===== src/rtl/fetch_pkg.sv =====
`default_nettype none
// ============================================================================
//  Module      : fetch_pkg
//  Description : Shared fetch-side constants, the queue entry record and the
//                instruction-memory address check used when a word is pushed.
//  Contents    : IM_BASE / IM_LIMIT   legal instruction-memory word range
//                PC_RESET             fetch PC after reset
//                NOP                  instruction presented when nothing valid
//                FQ_DEPTH_DEFAULT     default fetch queue depth
//                fq_entry_t           {pc, instr, adel} queue entry
//                pc_addr_error()      fetch address error predicate
//  Revision    : 1.0  initial release
// ============================================================================
package fetch_pkg;

   localparam logic [31:0] IM_BASE          = 32'h0000_3000;
   localparam logic [31:0] IM_LIMIT         = 32'h0000_6FFC;
   localparam logic [31:0] PC_RESET         = 32'h0000_3000;
   localparam logic [31:0] NOP              = 32'h0000_0000;
   localparam int          FQ_DEPTH_DEFAULT = 4;

   typedef struct packed {
      logic [31:0] pc;
      logic [31:0] instr;
      logic        adel;
   } fq_entry_t;

   // A fetch is in error when it is not word aligned or falls outside the
   // instruction memory window. IM_LIMIT is the address of the last word.
   function automatic logic pc_addr_error(input logic [31:0] pc);
      return (pc[1:0] != 2'b00) || (pc < IM_BASE) || (pc > IM_LIMIT);
   endfunction

endpackage
`default_nettype wire


===== src/rtl/fq_mem.sv =====
`default_nettype none
// ============================================================================
//  Module      : fq_mem
//  Description : Fetch queue entry storage. One synchronous write port and one
//                asynchronous read port. Contents are not reset; the control
//                logic never presents an unwritten entry as valid.
//  Ports       : clk    in   write clock
//                we     in   write enable
//                waddr  in   write index
//                wdata  in   entry to write
//                raddr  in   read index
//                rdata  out  entry at raddr (combinational)
//  Revision    : 1.0  initial release
// ============================================================================
module fq_mem #(
   parameter  int DEPTH = 4,
   parameter  int WIDTH = 65,
   localparam int AW    = $clog2(DEPTH)
) (
   input  logic             clk,
   input  logic             we,
   input  logic [AW-1:0]    waddr,
   input  logic [WIDTH-1:0] wdata,
   input  logic [AW-1:0]    raddr,
   output logic [WIDTH-1:0] rdata
);

   logic [WIDTH-1:0] mem [DEPTH];

   always_ff @(posedge clk) begin
      if (we) begin
         mem[waddr] <= wdata;
      end
   end

   assign rdata = mem[raddr];

endmodule
`default_nettype wire


===== src/rtl/fetch_queue.sv =====
`default_nettype none
// ============================================================================
//  Module      : fetch_queue
//  Description : Circular instruction fetch queue between fetch and decode.
//                Entries carry {pc, instr, adel}. No bypass: a word pushed
//                into an empty queue is visible one cycle later. Flush clears
//                the queue and drops any same-cycle push; reset wins over all.
//  Ports       : clk        in   rising-edge clock
//                reset      in   synchronous active-high reset
//                flush      in   discard all entries (redirect)
//                in_valid   in   fetch presents a word
//                in_pc      in   byte address of fetched word
//                in_instr   in   fetched instruction
//                in_ready   out  queue has room (fetch PC enable)
//                out_valid  out  head entry valid for decode
//                out_ready  in   decode consumes head this cycle
//                out_pc     out  head PC (0 when empty)
//                out_instr  out  head instruction (NOP when empty)
//                out_adel   out  head fetch address error (0 when empty)
//                count      out  occupied entries, 0..DEPTH
//  Revision    : 1.0  initial release
// ============================================================================
module fetch_queue
   import fetch_pkg::*;
#(
   parameter  int DEPTH = FQ_DEPTH_DEFAULT,
   localparam int AW    = $clog2(DEPTH),
   localparam int CW    = AW + 1
) (
   input  logic          clk,
   input  logic          reset,
   input  logic          flush,
   input  logic          in_valid,
   input  logic [31:0]   in_pc,
   input  logic [31:0]   in_instr,
   output logic          in_ready,
   output logic          out_valid,
   input  logic          out_ready,
   output logic [31:0]   out_pc,
   output logic [31:0]   out_instr,
   output logic          out_adel,
   output logic [CW-1:0] count
);

   localparam logic [CW-1:0] FULL_COUNT = CW'(DEPTH);
   localparam int            EW         = $bits(fq_entry_t);

   logic [AW-1:0] head;
   logic [AW-1:0] tail;
   logic          push;
   logic          pop;
   fq_entry_t     wr_entry;
   fq_entry_t     rd_entry;
   logic [EW-1:0] rd_bits;

   // Handshake status comes from registered count only, so in_ready never
   // depends combinationally on in_valid or flush.
   assign in_ready  = (count < FULL_COUNT);
   assign out_valid = (count != '0);

   assign push = in_valid  && in_ready  && !flush;
   assign pop  = out_valid && out_ready && !flush;

   assign wr_entry.pc    = in_pc;
   assign wr_entry.instr = in_instr;
   assign wr_entry.adel  = pc_addr_error(in_pc);

   // DEPTH is a power of two, so pointer increment wraps modulo DEPTH
   // naturally in AW bits.
   always_ff @(posedge clk) begin
      if (reset || flush) begin
         head  <= '0;
         tail  <= '0;
         count <= '0;
      end else begin
         if (push) begin
            tail <= tail + 1'b1;
         end
         if (pop) begin
            head <= head + 1'b1;
         end
         case ({push, pop})
            2'b10:   count <= count + 1'b1;
            2'b01:   count <= count - 1'b1;
            default: count <= count;
         endcase
      end
   end

   fq_mem #(
      .DEPTH (DEPTH),
      .WIDTH (EW)
   ) u_mem (
      .clk   (clk),
      .we    (push),
      .waddr (tail),
      .wdata (wr_entry),
      .raddr (head),
      .rdata (rd_bits)
   );

   assign rd_entry = fq_entry_t'(rd_bits);

   // Storage is not reset, so empty-state outputs are forced here.
   assign out_pc    = out_valid ? rd_entry.pc    : 32'h0;
   assign out_instr = out_valid ? rd_entry.instr : NOP;
   assign out_adel  = out_valid ? rd_entry.adel  : 1'b0;

endmodule
`default_nettype wire


===== config.mk =====
export PLATFORM = sky130hd
export DESIGN_NAME = fetch_queue
export DESIGN_NICKNAME = d
export VERILOG_FILES = /design/src/rtl/fetch_pkg.sv /design/src/rtl/fq_mem.sv /design/src/rtl/fetch_queue.sv
export SDC_FILE = /design/constraint.sdc
export NUM_CORES = 1
export LEC_CHECK = 0
export CORE_ASPECT_RATIO = 0.6
export CORE_MARGIN = 2
export CORE_UTILIZATION = 65
export CTS_CLUSTER_SIZE = 20
export DETAILED_ROUTE_END_ITERATION = 10
export DONT_BUFFER_PORTS = 1
export GPL_ROUTABILITY_DRIVEN = 0
export HOLD_SLACK_MARGIN = 0.1
export PLACE_DENSITY = 0.82
export RECOVER_POWER = 50
export SLEW_MARGIN = 20
export SYNTH_ARGS = -nofsm -noshare
export SYNTH_HDL_FRONTEND = slang
export SYNTH_SLANG_ARGS = --single-unit

===== constraint.sdc =====
create_clock -name clk -period 6 [get_ports clk]
set_clock_uncertainty 0.1 [all_clocks]
set_input_delay 0.6 -clock clk [delete_from_list [all_inputs] [get_ports clk]]
set_output_delay 0.6 -clock clk [all_outputs]
set_load 0.005 [all_outputs]

After elaboration in Yosys (flattened, before gate mapping)
Memories as Yosys holds them, arrays and structs flattened. A register that Yosys moved wholly into a read port is not among the register bits.
Cells that the tools add are included.
Word-level totals
  register bits: 7
  bits in writable memories: 260
  output and inout bits: 70
  logic and storage cells: 32
  memories kept: 1
Operators by class
  $add $sub $neg: 4
  magnitude comparators: 3
  equal/unequal tests: 2
  mux-type cells: 8
  reduce and logical (&&, ||, !) cells: 11
Memories
  u_mem.mem: depth 4, bits a word 65, rd ports 1, clocked after Yosys merged registers in 1, write ports 1, line fq_mem.sv:28  | logic [WIDTH-1:0] mem [DEPTH];
Operator list (count)
  $mux W32: 2
  $gt A32 B15 Y1 const B: 1
  $lt A32 B14 Y1 const B: 1
  $pmux W3 S2: 1
  $add A2 B1 Y2 const B: 2
  $logic_and A1 B1 Y1: 4
  $mux W2: 2
  $reduce_bool A2 Y1: 2
  $add A3 B1 Y3 const B: 1
  $logic_or A1 B1 Y1: 3
  $lt A3 B3 Y1 const B: 1
  $mux W1: 3
  $reduce_bool A3 Y1: 1
  $sub A3 B1 Y3 const B: 1
  $eq A2 B1 Y1 const B: 1
  $eq A2 B2 Y1 const B: 1
  $logic_not A1 Y1: 1

Depth between registers and ports, before layout
Gate-level depths: netlist of run 1.
  depth after elaboration: 5
  gate-level depth with buffers: 8
  depth with buffers taken out: 8

Hierarchy
From an unflattened synthesis of run 1, not the netlist that was laid out.
Second synthesis, totals
  cell total of the unflattened synthesis: 463
  area total of the unflattened synthesis: 10311.1 um^2
Modules (own cells, without submodules)
  fq_mem: instances 1, cells each 343, area each 9455.3 um^2
  fetch_queue: instances 1, cells each 120, area each 855.8 um^2

Least setup slack after synthesis of run 1
Ideal clock, no wire load.
  path type: input -> register
  from: input flush
  to: memory u_mem.mem[0][0] (enable)
  arrival time: 2.517 ns
  required time: 5.470 ns
  path slack: 2.953 ns
  cell stages on the path: 2
  path buffers: 0
  cell sequence: nor3b_2 -> and2_1
On the way
  longest elaborated chain between the ends: 4
RTL lines
  start, declared: line fetch_queue.sv:32  | input logic flush,
  $logic_not A1 Y1: line fetch_queue.sv:61  | assign push = in_valid && in_ready && !flush;
  $logic_and A1 B1 Y1: line fetch_queue.sv:61
  $mux W1: line fq_mem.sv:31  | if (we) begin
  $mux W1 (implied by the code): line fq_mem.sv:32  | mem[waddr] <= wdata;
  end, declared: line fq_mem.sv:28
Every way passes these cells.

Worst setup path after layout of run 1
  from: register count[2]
  to: memory u_mem.mem[2][10] (enable)
On the way
  longest elaborated chain between the ends: 5
RTL lines
  start, declared: line fetch_queue.sv:42  | output logic [CW-1:0] count
  start signal, assigned: line fetch_queue.sv:83  | 2'b10: count <= count + 1'b1;
  start signal, assigned: line fetch_queue.sv:84  | 2'b01: count <= count - 1'b1;
  start signal, assigned: line fetch_queue.sv:85  | default: count <= count;
  $lt A3 B3 Y1: line fetch_queue.sv:58  | assign in_ready = (count < FULL_COUNT);
  $logic_and A1 B1 Y1 (2 in a row): line fetch_queue.sv:61
  $mux W1: line fq_mem.sv:31
  $mux W1 (implied by the code): line fq_mem.sv:32
Every way passes these cells.

==> metrics list, run 1 <==
* Core region area: 15,460 sq um
* Most used cells in the layout excluding fill and tap cells: 260 x edfxtp_1, 67 x and2_1, 65 x mux4_2
- Post-layout worst setup margin: 1632 ps
- From synthesis to final layout, the design area changed by 14.58%.
* Global-route layer with the greatest usage: met2
* Internal power of the cells: 0.002992 W
* Number of DRC violations after detailed-routing iteration 0: 392
* Share of total power in the clock network: 0.394
- The die is 166.8 um wide.
- Transition at the pin with the smallest max-transition slack: 3370 ps
- The HPWL after detailed placement is 10,090 um.
- TritonCTS built the clock tree.
- In this run, CTS created clock tree buffers numbering 23.
- Vias in the first global route: 4,908
- The tool flagged a number of max-cap violations equal to 3.
* Setup Fix Bufs, Post-CTS: 0
* Fraction of synthesis flops using an asynchronous set or reset pin: 0
- Drt wl/cell: 25.88 um
- Initial standard-cell utilization of the core: 0.6684
- Once detail routing completed, the nets flagged for antenna violations numbered 0.
* Clk Latency, worst-skew pair: 500 ps
- Row cnt: 35
* Final non-filler cell total: 760
- Counting flops and latches in the post-synthesis netlist gives 269.
- Clock tree synthesis selected as its root buffer the cell clkbuf_16.
* Post-synthesis share of cell area spent on xor and xnor gates: 0.005086
- Ys flop type: edfxtp_1
- Of the total synthesized cell area, the portion taken by AND, OR, NAND and NOR gates is 0.05243.
- The share of total power dissipated in sequential elements is 0.570.
- TritonCTS sink count: 269
- CP Data Required Time: 5940 ps
- Via count normalized by instance count: 6.237
- Summed negative setup slack over all endpoints: 0 ps
- Post-CTS repair changed the size of 0 cells.
- Final #Nets: 615
* Crit path largest cell delay: 2520 ps
- For this design the total switching power over the nets is 0.0006902 W.
- Detailed Routing Iterations Pass 1: 4
- Htree depth: 1
- Tightest slew margin relative to the limit: -1.247
- CP max stage cell: and2_1
- The first global-routing pass estimated 29,700 um of wire.
* Drt drc: 0
- Of the total power, combinational logic draws 0.036.
- Worst-case setup slack after placement: 2914 ps
- Critical path peak fanout: 65
- The die covers 16,950 sq um.
* Cell count after synthesis: 471
* Height of the chip: 101.7 um
- Entering global routing, the biggest net connects 67 pins.
- Max VDD drop: 232.4 uV
- Sw Ratio: 0.1874
- Clock-pin slew was measured on the worst setup and hold paths at 60 ps.
- Of the cells placed in the final design, the portion with a size suffix greater than 1 is 0.1763.
* WS Path Type: register to register
* Yosys warns: 0
* DR vias: 4,740
- Routed wire length: 19,670 um
* Standby leakage power: 3.708 nW
- Compound-cell area share of the yosys netlist: 0.003027
- Tracing the worst setup path back leads to its startpoint at count[2].
- Crit-path cells: nor3b_1 -> and2_1
- Setup Viol. Count Final: 0
- By area, the combinational part of the netlist is dominated by multiplexers.
- Number of antenna violations at the first check in global routing: 1
* Arrival time worst endpoint: 4300 ps
* Port Buf Inserts: 0
* Endpoint type of the worst setup path: register
- For this design the ratio of total power to cell area is 311.0 nW/um^2.
* Kind of cell with the highest combined delay on the critical path: simple AND/OR/NAND/NOR gates
* Achievable clock frequency: 228.9 MHz
- Setup repair after global routing left no endpoint under its margin.
- After synthesis, the share of cell area in mux cells is 0.1426.
* GR Util met3: 0.05549
- Global-route congestion overflow total: 0
- Launch point of the worst reg-to-reg path: count[2]
- The checks that failed: capacitance limit, slew limit.
- Each instance of the synthesized netlist takes up on average 21.94 sq um.
- Hold wc startpoint: in_pc[25]
- The flow ran to the end, but the final reports show violations.
- Final Max Slew Viols: 198
- Min-delay worst type: input port to register
* Filler cell count in the final layout: 806
- Buffers & Inverters on Critical Path: 0
- The longest clock path from root to sink contains 3 buffers.
- The number of nets in the synthesized netlist is 546.
- Of the total synthesized cell area, the portion taken by full adders, half adders and majority gates is 0.007992.
* # IOs: 139
* Share of synthesized area occupied by flip-flops and latches: 0.7731
- Post-Synthesis Cell Area: 10,330 sq um
* Final Cycle Share: 0.7280
- For this run, the total global-route usage over all layers was measured as 0.2364.
* Post-synthesis cell type count: 27
- Met1 track demand over resource in global routing: 0.3454
- Most frequent standard cell in the layout excluding fill and tap cells: edfxtp_1
- Number of placed cells counting well taps: 654
- In this run, synthesis inferred 260 flip-flops with an integrated enable.
* Startpoint types: register
- Final Hold Fails: 0
- The smallest clock period supported by the final layout is computed as 4368 ps.
- Met2 Track Usage GR: 0.3764
[per-stage QoR]
step           hold slack (ps)  power [W]  area (sq um)    util
5_1_grt                  315.3   0.003772         11840  0.7658
3_5_place_dp             413.0   0.002218         10490  0.6784
6_report                 306.6   0.003682         11840  0.7658
2_1_floorplan            384.7   0.002197         10330       -
3_3_place_gp             402.0   0.002214         10490  0.6784
4_1_cts                  288.0   0.003694         11850  0.7666
[power groups by stage]
stage | registers, W | logic, W | clock network, W
after floorplan | 0.00213 | 0.0000627 | 0
after detailed placement | 0.00214 | 0.0000793 | 0
after global placement | 0.00214 | 0.0000774 | 0
after global routing | 0.00210 | 0.000142 | 0.00153
after CTS | 0.00210 | 0.000132 | 0.00147
final | 0.00210 | 0.000131 | 0.00145
[cell families after synthesis]
| family | after synthesis |
|---|---|
| muxes | 66 |
| AOI/OAI and AO/OA | 5 |
| adders and majority gates | 6 |
| buffers and inverters | 29 |
| DFF | 269 |
| xor gates and xnor gates | 6 |
| and+or+nand+nor | 90 |
[flip-flops by register name, summed over array words and instances, names as in the netlist, named ones only]
name and cells:
u_mem.mem 260, count 3, head 2, tail 2
[cell usage after synthesis, types with 2 or more instances]
library cell,instances,area [sq um]
edfxtp_1,260,7807
and2_1,69,431.7
mux4_2,65,1464
clkbuf_1,9,33.78
dfxtp_1,9,180.2
nor2_1,9,33.78
buf_2,7,35.03
inv_1,7,26.28
buf_6,6,67.56
ha_1,5,62.56
nor4_1,4,25.02
xor2_1,4,35.03
a21oi_1,2,10.01
xnor2_1,2,17.52
[repair_timing]
action	4_1_cts	5_1_grt
hold endpoints to repair	256	0
endpoints found under the setup margin	0	0
hold buffers	64	0
[layer usage]
metal  vias up  share of wire
met3        24          0.080
met5         -              0
met2       181           0.49
met4         0          0.017
met1      2501           0.41
li1       2034              -
[path summary, 6_finish.rpt]
path | to | slack [ps] | depth (start not counted)
min reg2reg | head[1] | 450 | 2
max reg2reg | u_mem.mem[2][10] | 1630 | 2
max | u_mem.mem[2][10] | 1630 | 2
min | u_mem.mem[0][0] | 310 | 2
[cell type report]
type	count	area (sq um)	area share
diodes	1	2.502	0.0002114
clock buffers	34	616.8	0.05210
clock inverters	7	105.1	0.008878
inverters	7	26.28	0.002219
multi-input cells	173	2187	0.1847
flip-flops and latches	269	7995	0.6753
well taps	203	254.0	0.02145
repair buffers	66	651.9	0.05506
Power figures use the tool's default switching activity.
==> run 2, diff against run 1 <==
CORE_UTILIZATION = 57   (was 65)
PLACE_DENSITY = 0.76   (was 0.82)
clock period = 3.71 ns   (was 6 ns; I/O delays follow)
==> metrics list, run 2 (synthesis results as in run 1) <==
* Number of flip-flops in the largest register: 260 (unchanged)
- Summed negative setup slack over all endpoints: 0 ps (unchanged)
- The clock-pin slew on the worst setup and hold paths is 60 ps (about the same).
- The count of final setup violators was 0 (unchanged).
* Filler cell count in the final layout: 1,142 (was 806)
* Drt drc: 0 (unchanged)
- The core footprint came to 17,920 sq um (was 15,460 sq um).
- The clock tree root driver cell was clkbuf_16 (unchanged).
- Detailed Routing Iterations Pass 1: 4 (unchanged)
- GR Util met3: 0.05309 (was 0.05549)
- Drt wl/cell: 22.80 um (was 25.88 um)
- Buffers & Inverters on Critical Path: 0 (unchanged)
* Tightest slew margin relative to the limit: -0.1905 (was -1.247)
- Shortest clock period the worst path allows after layout: 3164 ps (was 4368 ps)
* Failing checks: capacitance limit, slew limit (unchanged)
- The post-cts hold buffer count came to 69 (was 64).
- Most used cells in the layout excluding fill and tap cells: 260 x edfxtp_1, 69 x dlygate4sd3_1, 65 x mux4_2, 65 x and2_1, 25 x clkbuf_16 (was 260 x edfxtp_1, 67 x and2_1, 65 x mux4_2)
* Final non-filler cell total: 803 (was 760)
- The mean number of vias per cell is 5.712 (was 6.237).
- DR vias: 4,587 (was 4,740)
- The count of clock tree sinks came to 269 (unchanged).
- Final antenna diode count: 0 (was 1)
- Share of the core filled with cells in the final layout: 0.6677 (was 0.7658)
- The clock insertion delay at the later pin of the skew report is 500 ps (about the same).
- The met2 global-route usage came to 0.3092 (was 0.3764).
- The number of antenna violations at the first check in global routing is 0 (was 1).
- The met1 demand-to-capacity share in global routing is 0.2797 (was 0.3454).
* Global-route congestion overflow total: 0 (unchanged)
- The placed instance count was 692 (was 654).
- Setup repair after global routing missed its margin: false (unchanged).
- # IOs: 139 (unchanged)
* Routed wire length: 18,310 um (was 19,670 um)
* Area Growth Syn to Fin: 15.83% (was 14.58%)
- The instance area at placement was 10,550 sq um (was 10,490 sq um).
- Die W: 177.8 um (was 166.8 um)
- Number of buffers created by CTS: 24 (was 23)
- The fraction of layout cells with a size suffix above 1 came to 0.2007 (was 0.1763).
- Final Cycle Share: 0.8530 (was 0.7280)
* Combined area of the multi-input logic cells: 2188 sq um (was 2187 sq um)
- Max Cap Violations: 3 (unchanged)
* Register Area: 7995 sq um (unchanged)
* CP Data Required Time: 3700 ps (was 5940 ps)
- The critical path start-end classification is register to register (unchanged).
* PostCTS Resize Cnt: 0 (unchanged)
- The via count of the first global-routing pass is 4,882 (was 4,908).
- The area of the die came to 19,260 sq um (was 16,950 sq um).
- The leakage component of the power came to 3.766 nW (was 3.708 nW).
- The largest net degree at the start of global routing came to 66 (was 67).
- Run status: finished, violations left (unchanged).
- Crit path largest cell delay: 1460 ps (was 2520 ps)
- The post-CTS setup buffer count is 0 (unchanged).
- The transition time of the tightest slew-check pin came to 1786 ps (was 3370 ps).
- Htree depth: 1 (unchanged)
- The half-perimeter wire length after placement was 10,120 um (was 10,090 um).
- Max VDD drop: 309.0 uV (was 232.4 uV)
- Most frequent standard cell in the layout excluding fill and tap cells: edfxtp_1 (unchanged)
- The register ranked first by flip-flop count was u_mem.mem (unchanged).
- The number of buffers on the longest clock path came to 3 (unchanged).
- The number of antenna-violating nets in the routed design came to 0 (unchanged).
- The number of nets at the end of the flow was 622 (was 615).
- The path class of the lowest-slack min-delay path was input port to register (unchanged).
* Initial standard-cell utilization of the core: 0.5764 (was 0.6684)
- The post-layout instance area was 11,970 sq um (was 11,840 sq um).
- The maximum frequency from static timing analysis was 316.0 MHz (was 228.9 MHz).
* Final Hold Fails: 0 (unchanged)
- The number of buffers inserted by port buffering was 0 (unchanged).
- Top flop regs: u_mem.mem: 260 flops, count: 3 flops (unchanged).
- All-Layer GR Usage: 0.1951 (was 0.2364)
- Critical path peak fanout: 65 (unchanged)
- The slowest cell on the critical path was and2_2 (was and2_1).
- The height of the die was 108.3 um (was 101.7 um).
- The total count of max-transition violations in the final report came to 198 (unchanged).
* Row cnt: 38 (was 35)
- The most heavily used metal layer in global routing was met2 (unchanged).
- The endpoint type of the worst setup path is a register (unchanged).
- The clock tree from TritonCTS is built (unchanged).
* Crit-path cells: nor3b_1 -> and2_2 (was nor3b_1 -> and2_1)
- The cell type group with the largest total delay on the critical path is simple AND/OR/NAND/NOR gates (unchanged).
- Number of DRC violations after detailed-routing iteration 0: 397 (was 392)
- The first-pass GRT wire length came to 27,980 um (was 29,700 um).
- Power density cells: 494.4 nW/um^2 (was 311.0 nW/um^2)
* Arrival time worst endpoint: 3150 ps (was 4300 ps)
- The startpoint class of the critical path was a register (unchanged).
[run 2: cell types whose count changed in the layout (fill, tap and decap cells not counted), sizes merged]
| cell | previous run | this run |
|---|---|---|
| bufinv | 3 | 1 |
| buf | 1 | 3 |
| clkbuf | 35 | 29 |
| clkinv | 4 | 11 |
| dlygate4sd3 | 64 | 69 |
| clkinvlp | 0 | 1 |
| diode | 1 | 0 |
[run 2: tightest hold or removal path, stage by stage]
cell and delay, ps:
o311ai_0 130, xor2_1 90, nor2_1 110
[run 2: area by class of cell]
class / count / area share
repair buffers: 72 / 0.06064
inverters: 7 / 0.002196
multi-input cells: 173 / 0.1829
flip-flops and latches: 269 / 0.6681
clock inverters: 13 / 0.007632
well taps: 240 / 0.02509
clock buffers: 29 / 0.05353
[run 2: per-layer routing]
metal | routed length, um | vias up
met5 | 0 | -
met4 | 296 | 0
met3 | 1287 | 23
met2 | 8927 | 146
met1 | 7796 | 2364
li1 | - | 2054
[run 2: path summary, 6_finish.rpt]
kind	startpoint	end	slack [ps]	cells past startpoint
worst max-delay path	count[2]	u_mem.mem[0][1]	550	2
worst min-delay path	out_ready	register	140	3
worst max register to register	count[2]	u_mem.mem[0][1]	550	2
worst min register to register	head[1]	register	440	2
[run 2: per-stage QoR]
| stage | power, W | worst slack [ps] | hold slack [ps] |
|---|---|---|---|
| 2_1_floorplan | 0.003553 | 876.7 | 369.9 |
| 3_3_place_gp | 0.003579 | 1413 | 370.0 |
| 3_5_place_dp | 0.003586 | 1372 | 370.0 |
| 4_1_cts | 0.005972 | 846.1 | 112.8 |
| 5_1_grt | 0.006115 | 403.5 | 157.6 |
| 6_report | 0.005917 | 545.5 | 138.8 |
[run 2: power breakdown]
part	leakage (nW)	internal [W]	switching (W)
logic	0.953	0.000107	0.000110
registers	2.44	0.00338	0.0000122
clock network	0.368	0.00130	0.00101
total	3.77	0.00478	0.00114
==> run 3, diff against run 2 <==
GPL_TIMING_DRIVEN = 0   (was not set)
RECOVER_POWER = 25   (was 50)
==> metrics list, run 3 (synthesis results as in run 1) <==
- Setup Viol. Count Final: 0 (unchanged)
* Core region area: 17,920 sq um (unchanged)
- Post-layout worst setup margin: 782.2 ps (was 545.5 ps)
- Summed negative setup slack over all endpoints: 0 ps (unchanged)
* Global-route layer with the greatest usage: met2 (unchanged)
- The DRC violations left came to 0 (unchanged).
- The overall power came to 0.006054 W (was 0.005917 W).
* Endpoint type of the worst setup path: primary output (was register)
- The final clock period utilization by the worst path came to 0.7892 (was 0.8530).
- First-pass GRT wire length: 28,640 um (was 27,980 um)
- The peak supply drop is 329.9 uV (was 309.0 uV).
- TritonCTS sink count: 269 (unchanged)
- The TritonCTS buffer count is 24 (unchanged).
- Total die area: 19,260 sq um (unchanged)
* Crit-path cells: inv_1 -> nand3_1 -> clkbuf_1 -> clkbuf_1 -> and2_1 (was nor3b_1 -> and2_2)
* Achievable clock frequency: 341.6 MHz (was 316.0 MHz)
- Clock Tree Buf Depth: 3 (unchanged)
* Final Hold Fails: 0 (unchanged)
- The worst slew margin relative to its limit was 0.5401 (was -0.1905).
* Clock transition at the register clock pins on the worst setup and hold paths after CTS: 70 ps (was 60 ps)
- Via count normalized by instance count: 5.794 (was 5.712)
- The met2 global-route usage is 0.3148 (was 0.3092).
- CTS tree: built (unchanged)
* Number of placed cells counting well taps: 715 (was 692)
- Crit path largest cell delay: 470 ps (was 1460 ps)
- Maximum number of pins on one net before global-route repair: 42 (was 66)
- Routed wire length: 19,000 um (was 18,310 um)
- All-Layer GR Usage: 0.2011 (was 0.1951)
- The height of the die is 108.3 um (unchanged).
- Row cnt: 38 (unchanged)
* Run status: finished, final reports clean (was finished, violations left)
* Worst hold-check slack: 165.9 ps (was 138.8 ps)
- Most used cells in the layout excluding fill and tap cells: 260 x edfxtp_1, 66 x dlygate4sd3_1, 65 x mux4_2, 65 x and2_1, 25 x clkbuf_16 (was 260 x edfxtp_1, 69 x dlygate4sd3_1, 65 x mux4_2, 65 x and2_1, 25 x clkbuf_16).
- Detailed placer's ending HPWL: 11,140 um (was 10,120 um)
- Setup repair after global routing missed its margin: false (unchanged)
* Number of flip-flops in the largest register: 260 (unchanged)
- Buffers & Inverters on Critical Path: 3 (was 0)
* Fraction of layout instances using a drive strength above 1: 0.2089 (was 0.2007)
* Crit path top cell by count: clkbuf_1
* Top flop regs: u_mem.mem: 260 flops, count: 3 flops (unchanged)
- Detailed Routing Iterations Pass 1: 5 (was 4)
* Worst-case setup slack after placement: 1305 ps (was 1372 ps)
- The leading cell type in the layout, fill and taps excluded is edfxtp_1 (unchanged).
- # IOs: 139 (unchanged)
* Min-delay worst type: input port to register (unchanged)
- The slowest cell on the critical path is clkbuf_1 (was and2_2).
- Startpoint types: register (unchanged)
- The total power per unit cell area is 496.8 nW/um^2 (was 494.4 nW/um^2).
* DR vias: 4,774 (was 4,587)
- The data arrival time at the worst-slack endpoint came to 2460 ps (was 3150 ps).
* Global-route congestion overflow total: 0 (unchanged)
- Initial standard-cell utilization of the core: 0.5764 (unchanged)
- The cell type group with the largest total delay on the critical path is buffers and inverters (was simple AND/OR/NAND/NOR gates).
- The transition time of the tightest slew-check pin is 689.9 ps (was 1786 ps).
* Shortest clock period the worst path allows after layout: 2928 ps (was 3164 ps)
- The met3 track utilization from global routing was 0.05626 (was 0.05309).
- Final #Nets: 642 (was 622)
* Final Max Slew Viols: 0 (was 198)
- The register ranked first by flip-flop count is u_mem.mem (unchanged).
- Port Buf Inserts: 0 (unchanged)
- Number of DRC violations after detailed-routing iteration 0: 355 (was 397)
- The via count of the first global-routing pass was 5,006 (was 4,882).
- Die W: 177.8 um (unchanged)
* Standby leakage power: 3.876 nW (was 3.766 nW)
- Critical path peak fanout: 10 (was 65)
- The clock tree root driver cell is clkbuf_16 (unchanged).
- CP Data Required Time: 3240 ps (was 3700 ps)
* Clk Latency, worst-skew pair: 510 ps (was 500 ps)
- The routed wirelength normalized by instance count was 23.06 um (was 22.80 um).
- The H-tree depth reported by CTS is 1 (unchanged).
- Final non-filler cell total: 824 (was 803)
- The number of antenna-violating nets in the routed design was 0 (unchanged).
* Number of antenna violations at the first check in global routing: 0 (unchanged)
* WS Path Type: register to primary output (was register to register)
- Area Growth Syn to Fin: 17.93% (was 15.83%)
* Final antenna diode count: 0 (unchanged)
- The max-cap violation count came to 0 (was 3).
* Met1 track demand over resource in global routing: 0.2890 (was 0.2797)
## run 3: stage by stage
step | utilization | area, sq um
finish | 0.6798 | 12190
global route | 0.6798 | 12190
floorplan | - | 10330
CTS | 0.6798 | 12190
global placement | 0.5932 | 10630
detailed placement | 0.5999 | 10750
## run 3: where the power goes
group          internal, W  total (W)  switching, W
clock network      0.00141    0.00244       0.00103
logic             0.000112   0.000226      0.000114
registers          0.00337    0.00339     0.0000109
## run 3: worst register-to-register path: cells and delay by family, from the launching register on
family,cells,cell delay [ps]
AND/OR/NAND/NOR,2,810
adder cells (fa/ha/maj),2,450
flip-flops,1,380
buffers and inverters,2,190
AO/OA/AOI/OAI,1,150
XOR/XNOR,1,90
## run 3: worst paths after layout
path,start,end,slack [ps],cells after the start
worst max-delay path,count[2],out_instr[3],780,5
worst min-delay path,in_pc[12],u_mem.mem[0][0],170,3
worst max register to register,count[2],count[2],1490,8
worst min register to register,head[1],head[1],440,2
## run 3: area by class of cell
cell class | count | area [sq um]
Fill cell | 1141 | 5739
Buffer | 22 | 136.4
Tap cell | 240 | 300.3
Clock inverter | 8 | 88.84
Timing Repair Buffer | 70 | 770.7
Inverter | 7 | 26.28
Multi-Input combinational cell | 173 | 2192
Clock buffer | 35 | 683.2
Sequential cell | 269 | 7988
## run 3: repair_timing
action | in CTS | in global routing
hold buffers | 66 | 0
gates resized for setup | 0 | 0
setup endpoints to repair | 0 | 0
buffers inserted | 0 | 0
endpoints found under the hold margin | 266 | 0
## run 3: per-layer routing
metal / wire, um / part of all wire
met2: 9087 / 0.48
met5: 0 / 0
met1: 8137 / 0.43
met4: 287 / 0.015
met3: 1489 / 0.078
